File: config.mk
export PLATFORM = sky130hd
export DESIGN_NAME = ecc_apb_cmd_seq
export DESIGN_NICKNAME = d
export VERILOG_FILES = /design/src/rtl/ecc_apb_cmd_seq.sv
export SDC_FILE = /design/constraint.sdc
export NUM_CORES = 1
export LEC_CHECK = 0
export CORE_MARGIN = 5
export CORE_UTILIZATION = 30
export CTS_BUF_LIST = sky130_fd_sc_hd__clkbuf_4 sky130_fd_sc_hd__clkbuf_8 sky130_fd_sc_hd__clkbuf_16
export DETAILED_ROUTE_END_ITERATION = 10
export HOLD_SLACK_MARGIN = 0.06
export SLEW_MARGIN = 15
export SYNTH_ARGS = -nofsm -noshare
export SYNTH_HDL_FRONTEND = slang
export SYNTH_SLANG_ARGS = --single-unit
File: constraint.sdc
create_clock -name clk -period 3.1 [get_ports clk]
set_input_delay 0.93 -clock clk [delete_from_list [all_inputs] [get_ports clk]]
set_output_delay 0.93 -clock clk [all_outputs]
set_load 0.02 [all_outputs]
File: src/rtl/ecc_apb_cmd_seq.sv
// Command sequencer for the ECC block: turns one accepted job into an APB write
// burst (CTRL last), waits for operation_done or a timeout, and returns the result.
module ecc_apb_cmd_seq #(
   parameter int unsigned AMBA_ADDR_WIDTH = 20,
   parameter int unsigned AMBA_WORD       = 32,
   parameter int unsigned DATA_WIDTH      = 32,
   parameter int unsigned TIMEOUT_CYCLES  = 16
) (
   input  logic                       clk,
   input  logic                       rst,
   input  logic                       cmd_valid,
   output logic                       cmd_ready,
   input  logic [1:0]                 cmd_op,
   input  logic [1:0]                 cmd_width,
   input  logic [AMBA_WORD-1:0]       cmd_data,
   input  logic [AMBA_WORD-1:0]       cmd_noise,
   output logic [AMBA_ADDR_WIDTH-1:0] PADDR,
   output logic [AMBA_WORD-1:0]       PWDATA,
   output logic                       PSEL,
   output logic                       PENABLE,
   output logic                       PWRITE,
   input  logic                       operation_done,
   input  logic [DATA_WIDTH-1:0]      data_out,
   input  logic [1:0]                 num_of_errors,
   output logic                       rsp_valid,
   input  logic                       rsp_ready,
   output logic [DATA_WIDTH-1:0]      rsp_data,
   output logic [1:0]                 rsp_nerr,
   output logic                       rsp_timeout,
   output logic                       busy
);

   localparam int unsigned CNT_W = (TIMEOUT_CYCLES > 2) ? $clog2(TIMEOUT_CYCLES) : 1;
   localparam logic [CNT_W-1:0] CNT_LAST = CNT_W'(TIMEOUT_CYCLES - 1);

   localparam logic [1:0] IDX_WIDTH = 2'd0;
   localparam logic [1:0] IDX_NOISE = 2'd1;
   localparam logic [1:0] IDX_DATA  = 2'd2;
   localparam logic [1:0] IDX_CTRL  = 2'd3;
   localparam logic [1:0] OP_FULL   = 2'b10;

   typedef enum logic [2:0] {
      S_IDLE,
      S_SETUP,
      S_ACCESS,
      S_WAIT_DONE,
      S_RESP
   } state_e;

   state_e                      state_q, state_d;
   logic [1:0]                  idx_q, idx_d;
   logic [CNT_W-1:0]            cnt_q, cnt_d;
   logic [1:0]                  op_q, op_d;
   logic [1:0]                  width_q, width_d;
   logic [AMBA_WORD-1:0]        data_q, data_d;
   logic [AMBA_WORD-1:0]        noise_q, noise_d;
   logic                        rsp_valid_q, rsp_valid_d;
   logic [DATA_WIDTH-1:0]       rsp_data_q, rsp_data_d;
   logic [1:0]                  rsp_nerr_q, rsp_nerr_d;
   logic                        rsp_timeout_q, rsp_timeout_d;
   logic                        psel_q, psel_d;
   logic                        penable_q, penable_d;
   logic                        pwrite_q, pwrite_d;
   logic [AMBA_ADDR_WIDTH-1:0]  paddr_q, paddr_d;
   logic [AMBA_WORD-1:0]        pwdata_q, pwdata_d;
   logic                        busy_q, busy_d;
   logic                        bus_act;

   // Register map of the ECC block, indexed by write-list position
   function automatic logic [AMBA_ADDR_WIDTH-1:0] entry_addr(input logic [1:0] idx);
      case (idx)
         IDX_WIDTH: entry_addr = AMBA_ADDR_WIDTH'(8'h08);
         IDX_NOISE: entry_addr = AMBA_ADDR_WIDTH'(8'h0C);
         IDX_DATA:  entry_addr = AMBA_ADDR_WIDTH'(8'h04);
         default:   entry_addr = AMBA_ADDR_WIDTH'(8'h00);
      endcase
   endfunction

   function automatic logic [AMBA_WORD-1:0] entry_data(input logic [1:0]           idx,
                                                       input logic [1:0]           op,
                                                       input logic [1:0]           width,
                                                       input logic [AMBA_WORD-1:0] data,
                                                       input logic [AMBA_WORD-1:0] noise);
      case (idx)
         IDX_WIDTH: entry_data = AMBA_WORD'(width);
         IDX_NOISE: entry_data = noise;
         IDX_DATA:  entry_data = data;
         default:   entry_data = AMBA_WORD'(op);
      endcase
   endfunction

   assign cmd_ready = (state_q == S_IDLE) & ~rst;

   always_ff @(posedge clk) begin
      if (rst) begin
         state_q       <= S_IDLE;
         idx_q         <= '0;
         cnt_q         <= '0;
         op_q          <= '0;
         width_q       <= '0;
         data_q        <= '0;
         noise_q       <= '0;
         rsp_valid_q   <= 1'b0;
         rsp_data_q    <= '0;
         rsp_nerr_q    <= '0;
         rsp_timeout_q <= 1'b0;
         psel_q        <= 1'b0;
         penable_q     <= 1'b0;
         pwrite_q      <= 1'b0;
         paddr_q       <= '0;
         pwdata_q      <= '0;
         busy_q        <= 1'b0;
      end else begin
         state_q       <= state_d;
         idx_q         <= idx_d;
         cnt_q         <= cnt_d;
         op_q          <= op_d;
         width_q       <= width_d;
         data_q        <= data_d;
         noise_q       <= noise_d;
         rsp_valid_q   <= rsp_valid_d;
         rsp_data_q    <= rsp_data_d;
         rsp_nerr_q    <= rsp_nerr_d;
         rsp_timeout_q <= rsp_timeout_d;
         psel_q        <= psel_d;
         penable_q     <= penable_d;
         pwrite_q      <= pwrite_d;
         paddr_q       <= paddr_d;
         pwdata_q      <= pwdata_d;
         busy_q        <= busy_d;
      end
   end

   always_comb begin
      state_d       = state_q;
      idx_d         = idx_q;
      cnt_d         = cnt_q;
      op_d          = op_q;
      width_d       = width_q;
      data_d        = data_q;
      noise_d       = noise_q;
      rsp_valid_d   = rsp_valid_q;
      rsp_data_d    = rsp_data_q;
      rsp_nerr_d    = rsp_nerr_q;
      rsp_timeout_d = rsp_timeout_q;

      case (state_q)
         S_IDLE: begin
            if (cmd_valid && cmd_ready) begin
               op_d    = cmd_op;
               width_d = cmd_width;
               data_d  = cmd_data;
               noise_d = cmd_noise;
               idx_d   = IDX_WIDTH;
               state_d = S_SETUP;
            end
         end
         S_SETUP: state_d = S_ACCESS;
         S_ACCESS: begin
            // CTRL access kicks off the ECC block, so it always closes the burst
            if (idx_q == IDX_CTRL) begin
               cnt_d   = '0;
               state_d = S_WAIT_DONE;
            end else begin
               case (idx_q)
                  IDX_WIDTH: idx_d = (op_q == OP_FULL) ? IDX_NOISE : IDX_DATA;
                  IDX_NOISE: idx_d = IDX_DATA;
                  default:   idx_d = IDX_CTRL;
               endcase
               state_d = S_SETUP;
            end
         end
         S_WAIT_DONE: begin
            if (operation_done) begin
               rsp_data_d    = data_out;
               rsp_nerr_d    = num_of_errors;
               rsp_timeout_d = 1'b0;
               rsp_valid_d   = 1'b1;
               state_d       = S_RESP;
            end else if (cnt_q == CNT_LAST) begin
               rsp_data_d    = '0;
               rsp_nerr_d    = '0;
               rsp_timeout_d = 1'b1;
               rsp_valid_d   = 1'b1;
               state_d       = S_RESP;
            end else begin
               cnt_d = cnt_q + CNT_W'(1);
            end
         end
         S_RESP: begin
            if (rsp_ready) begin
               rsp_valid_d = 1'b0;
               state_d     = S_IDLE;
            end
         end
         default: state_d = S_IDLE;
      endcase

      // Bus outputs are registered from the next state so they align with it
      bus_act   = (state_d == S_SETUP) || (state_d == S_ACCESS);
      psel_d    = bus_act;
      penable_d = (state_d == S_ACCESS);
      pwrite_d  = bus_act;
      paddr_d   = bus_act ? entry_addr(idx_d) : '0;
      pwdata_d  = bus_act ? entry_data(idx_d, op_d, width_d, data_d, noise_d) : '0;
      busy_d    = (state_d != S_IDLE);
   end

   assign PADDR       = paddr_q;
   assign PWDATA      = pwdata_q;
   assign PSEL        = psel_q;
   assign PENABLE     = penable_q;
   assign PWRITE      = pwrite_q;
   assign rsp_valid   = rsp_valid_q;
   assign rsp_data    = rsp_data_q;
   assign rsp_nerr    = rsp_nerr_q;
   assign rsp_timeout = rsp_timeout_q;
   assign busy        = busy_q;

endmodule

# Yosys cells after proc, flatten, opt, wreduce, memory -nomap -nowiden
# Cells that the tools add are included.
dict set report totals {
  ff_bits 168
  latchBits 0
  ram_bits 0
  romBits 0
  output_inout_bits 93
  wordCells 84
  n_memories 0
}
dict set report classes {
  add_sub_neg 1
  multipliers 0
  div_mod_pow 0
  n_lt_le_gt_ge 0
  n_eq_ne 17
  shift 0
  muxes 34
  bitwise_logic 3
  reduce_logical 13
}
# operator count
set op_table {}
lappend op_table {{$mux W32} 6}
lappend op_table {{$pmux W32 S3} 1}
lappend op_table {{$mux W2} 10}
lappend op_table {{$pmux W3 S5} 1}
lappend op_table {{$mux W3} 4}
lappend op_table {{$mux W4} 3}
lappend op_table {{$pmux W4 S3} 1}
lappend op_table {{$eq A3 B2 Y1 const B} 3}
lappend op_table {{$ne A2 B2 Y1 const B} 4}
lappend op_table {{$pmux W2 S2} 2}
lappend op_table {{$pmux W4 S2} 1}
lappend op_table {{$eq A2 B2 Y1 const B} 3}
lappend op_table {{$eq A3 B1 Y1 const B} 2}
lappend op_table {{$reduce_bool A2 Y1} 3}
lappend op_table {{$add A4 B1 Y4 const B} 1}
lappend op_table {{$eq A2 B1 Y1 const B} 2}
lappend op_table {{$eq A4 B4 Y1 const B} 1}
lappend op_table {{$logic_not A2 Y1} 2}
lappend op_table {{$mux W1} 4}
lappend op_table {{$reduce_and A4 Y1} 1}
lappend op_table {{$eq A3 B3 Y1 const B} 1}
lappend op_table {{$logic_not A3 Y1} 1}
lappend op_table {{$ne A3 B3 Y1 const B} 1}
lappend op_table {{$reduce_and A3 Y1} 1}
lappend op_table {{8 further kinds} 9}

# Depth between registers and ports, before layout
dict set report logic_depth {
  depth_word 9
  ltp_mapped 12
  depth_no_buf 9
}

# Worst setup path after synthesis
# Ideal clock, no wire load.
dict set report synth_path {
  path_kind {input to register}
  startpoint {input rst}
  endpoint {register pwdata_q[21] (netlist: PWDATA[21])}
  setup_time_ps 65
  arrival_ps 3134
  required_time_ps 3035
  slack_ps -99
  cell_stages 11
  n_path_buf 5
  cell_sequence {buf_2 nor4_4 nand2_2 buf_6 buf_6 o21ai_0 ha_1 clkbuf_1 clkbuf_1 a22oi_1 nor2_1}
}
dict set report synth_between {
  elab_chain_cells 9
  elab_cells_between_ends 20
}
# element line
set synth_lines {}
lappend synth_lines {{start: declaration} 10} ;# input logic rst,
lappend synth_lines {{$not A1 Y1 *} 92} ;# assign cmd_ready = (state_q == S_IDLE) & ~rst;
lappend synth_lines {{$and A1 B1 Y1 *} 92}
lappend synth_lines {{net cmd_ready} 12} ;# output logic cmd_ready,
lappend synth_lines {{$logic_and A1 B1 Y1 *} 149} ;# if (cmd_valid && cmd_ready) begin
lappend synth_lines {{$mux W3} 149}
lappend synth_lines {{$pmux W3 S5} 147} ;# case (state_q)
lappend synth_lines {{$eq A3 B1 Y1 or $eq A3 B2 Y1 (tied branches)} 200} ;# bus_act = (state_d == S_SETUP) || (state_d == S_ACCESS);
lappend synth_lines {{$logic_or A1 B1 Y1} 200}
lappend synth_lines {{$not A1 Y1 (no line)} --}
lappend synth_lines {{$reduce_or A2 Y1 (no line)} --}
lappend synth_lines {{end signal: assignment} 129} ;# pwdata_q <= pwdata_d;
lappend synth_lines {{end: declaration} 65} ;# logic [AMBA_WORD-1:0] pwdata_q, pwdata_d;
# Mark *: on every way through the listed nets, which the timed path passes. The rest lies on a longest branch.
# A chain may end at the register's enable or synchronous reset.

# Final worst setup path
dict set report layout_path {
  startpoint {input rst}
  endpoint {output cmd_ready}
}
dict set report layout_between {
  elab_chain_cells 2
}
# element line
set layout_lines {}
lappend layout_lines {{$not A1 Y1} 92}
lappend layout_lines {{$and A1 B1 Y1} 92}
lappend layout_lines {{end: declaration} 12}
# Every way passes these cells.

==> flow_summary.ini <==
[floorplanning]
ioPinCount = 200
die-area_um2 = 22100
start_util_pct = 30.7
die_y_um = 149
die_w_um = 149
core-area_um2 = 18800
num_rows = 50

[worst_setup_path]
worstPathRequired_ps = 2170
reg2reg_setup_slack_ps = 740
worstSetupStartpointType = primary input
cp-end-kind = primary output
ff2ff_path_depth = 9
r2r-end = PWDATA[0]
path_max_fanout = 3
r2r-start = state_q[2]
path_class = in2out
cp.arrival_ps = 1960

[placed_design]
gp_congestion = 0.729
dp_slack_ps = 169
io_buffer_count = 181
hpwl_mm = 10.7

[synthesis]
synth-simple-area-share_pct = 15.3
post_synth_inst_count = 560
synth_top_family_by_area = simple AND/OR/NAND/NOR gates
ys_ff_latch = 150
async_flop_share_pct = 0
synth_warnings = 0
ys_seq_area_share_pct = 52.2
synth_ff_type = dfxtp_1
synth.area.top_cells = dfxtp_1, mux2_2, a22oi_1
synth_xor_area_share_pct = 0.457
yosys-top-cells-count = dfxtp_1, nor2_1, a22oi_1, and2_1, mux2_2
synth_mux_area_share_pct = 13.3
yosysMostFrequentCell = dfxtp_1
synthesis.area_um2 = 5760
synth_top_cell_by_area = dfxtp_1
synth_compound_area_share_pct = 11.1
yosysTopAreaCellShare_pct = 52.2
avgSynthCellArea_um2 = 10.3
synth-edff-count = 0
ys_types = 43
synthAdderAreaFrac_pct = 1.09

[power]
peakVddDrop_mv = 0.357
p_seq_share_pct = 43.1
cellPowerDensity_nw_per_um2 = 557
p_clk_share_pct = 45.8
p_comb_share_pct = 11.1
p_sw_share_pct = 23.1
internal_power_mw = 3.59
p_total_mw = 4.67
p_leak_nw = 3.35
switchingPower_mw = 1.08

[timing]
slew_viol_final = 0
fin_ws_ps = 209
finalHoldViolCount = 0
fin_crit_sh_pct = 93.3
setup_violations = 0
rsz0062_at_grt = no
timing.setup.tns_ps = 0
slew_headroom_pct = 65.9
timing.fmax_mhz = 346
period_minus_slack_ps = 2890
finalClockSkew_ps = 8.28
tightest_slew_ps = 511

[worst_hold_path]
hold_path.startpoint = rsp_valid
holdPathStages = 2
hold_class = reg2reg
hold-path-endpoint = rsp_valid

[global_routing]
grt_max_degree = 61
grt_first_pass_wirelength_mm = 23.6
antenna_found_initial = 1
grt_usage_pct = 13.4
grt_pass1_vias = 4595
grt.overflow.total = 0

[routing]
wire_per_inst_um = 15.2
dr.pass1.iters = 4
via_per_inst = 4.55
vias = 4478
ant_nets = 0
drc = 0
wirelength_mm = 14.9
drt-initial-drc-count = 159

[clock_network]
cts_max_level = 4
post_cts_resized = 0
clk_pin_slew_ps = 60
cts.sinks = 150
clk_path_buf_depth = 2
cts_tree = built
clkLatencyLatePin_ps = 410
cts_setup_buffers = 0
cts_root_buf = clkbuf_16
cts_inserted_buffers = 17
holdBufCountCts = 0

[run_status]
outcome = complete, no violations

[cells_and_area]
antenna_cells = 0
layout.nets = 849
area_growth_pct = 45.8
layout-drive-gt1-share_pct = 14.9
fillers = 1780

[job]
maxCapViolations = 0
## placed cells by master (no fill, tap or decap), drive strengths merged, types with 2 or more instances in the layout
| master | instances |
|---|---|
| clkdlybuf4s50 | 180 |
| dfxtp | 150 |
| nor2 | 90 |
| a22oi | 63 |
| and2 | 60 |
| mux2 | 58 |
| buf | 20 |
| clkbuf | 19 |
| conb | 18 |
| inv | 13 |
| nand2 | 11 |
| mux2i | 10 |
| a21oi | 7 |
| clkinv | 6 |
| ha | 5 |
| nand3 | 4 |
| nor3 | 3 |
| o21ai | 3 |
| o22ai | 3 |
| bufinv | 3 |
| nand2b | 2 |
| o311a | 2 |
| xor2 | 2 |
| nor4 | 2 |
## layer usage
layer | GRT usage [%] | part of all wire (%)
met1 | 16.8 | 45
met3 | 5.18 | 8.7
met4 | 4.39 | 1.3
met5 | 0 | 0.087
met2 | 21.3 | 45
## worst max-delay path: stages
cell and delay [ps]:
buf_2 130, nor4_4 240, clkdlybuf4s50_1 660
## how the worst max path moves through the flow
stage	startpoint	endpoint	slack [ps]	cells after the start
after floorplan	rst	PWDATA[20]	30	12
after global placement	cmd_valid	PWDATA[1]	170	9
after detailed placement	cmd_valid	PWDATA[1]	170	9
after CTS	rst	cmd_ready	200	3
after global routing	rst	cmd_ready	180	3
final	rst	cmd_ready	210	3
## sequential cells by signal (all words and copies together) (netlist names), 3 cells and up
register and cells:
data_q 32, PWDATA 32, rsp_data 32, noise_q 32, cnt_q 4, state_q 3
## logic make-up (layout without fill, tap and decap cells)
kind of cell	Yosys count	after routing
other	1	18
and+or+nand+nor	179	179
AOI/OAI and AO/OA	85	85
DFF	150	150
adders and majority gates	5	5
buffers and inverters	69	242
xor gates and xnor gates	3	3
muxes	68	68
## per-stage QoR
step	hold slack (ps)	cells	instance area [um2]	utilization, %
2_1_floorplan	460	577	5820	-
3_3_place_gp	445	952	7770	41.4
3_5_place_dp	473	952	7770	41.4
4_1_cts	486	984	8390	44.7
5_1_grt	505	984	8390	44.7
6_report	482	984	8390	44.7
## final cells by class
cell class              count  area (um2)  area share (%)
clock inverters            13         169            2.01
inverters                  10        37.5           0.447
clock buffers              19         453            5.40
flip-flops and latches    150        3000            35.8
well taps                 234         293            3.49
multi-input cells         358        2450            29.2
repair buffers            200        1990            23.7
## power groups by stage
| stage | logic (mW) | clock network [mW] | registers [mW] |
|---|---|---|---|
| final | 0.517 | 2.14 | 2.01 |
| after global routing | 0.563 | 2.28 | 2.02 |
| after CTS | 0.522 | 2.20 | 2.01 |
| after detailed placement | 0.520 | 0 | 2.06 |
| after global placement | 0.514 | 0 | 2.05 |
| after floorplan | 0.281 | 0 | 2.06 |
Note: power is estimated with default switching activity, not from simulation.
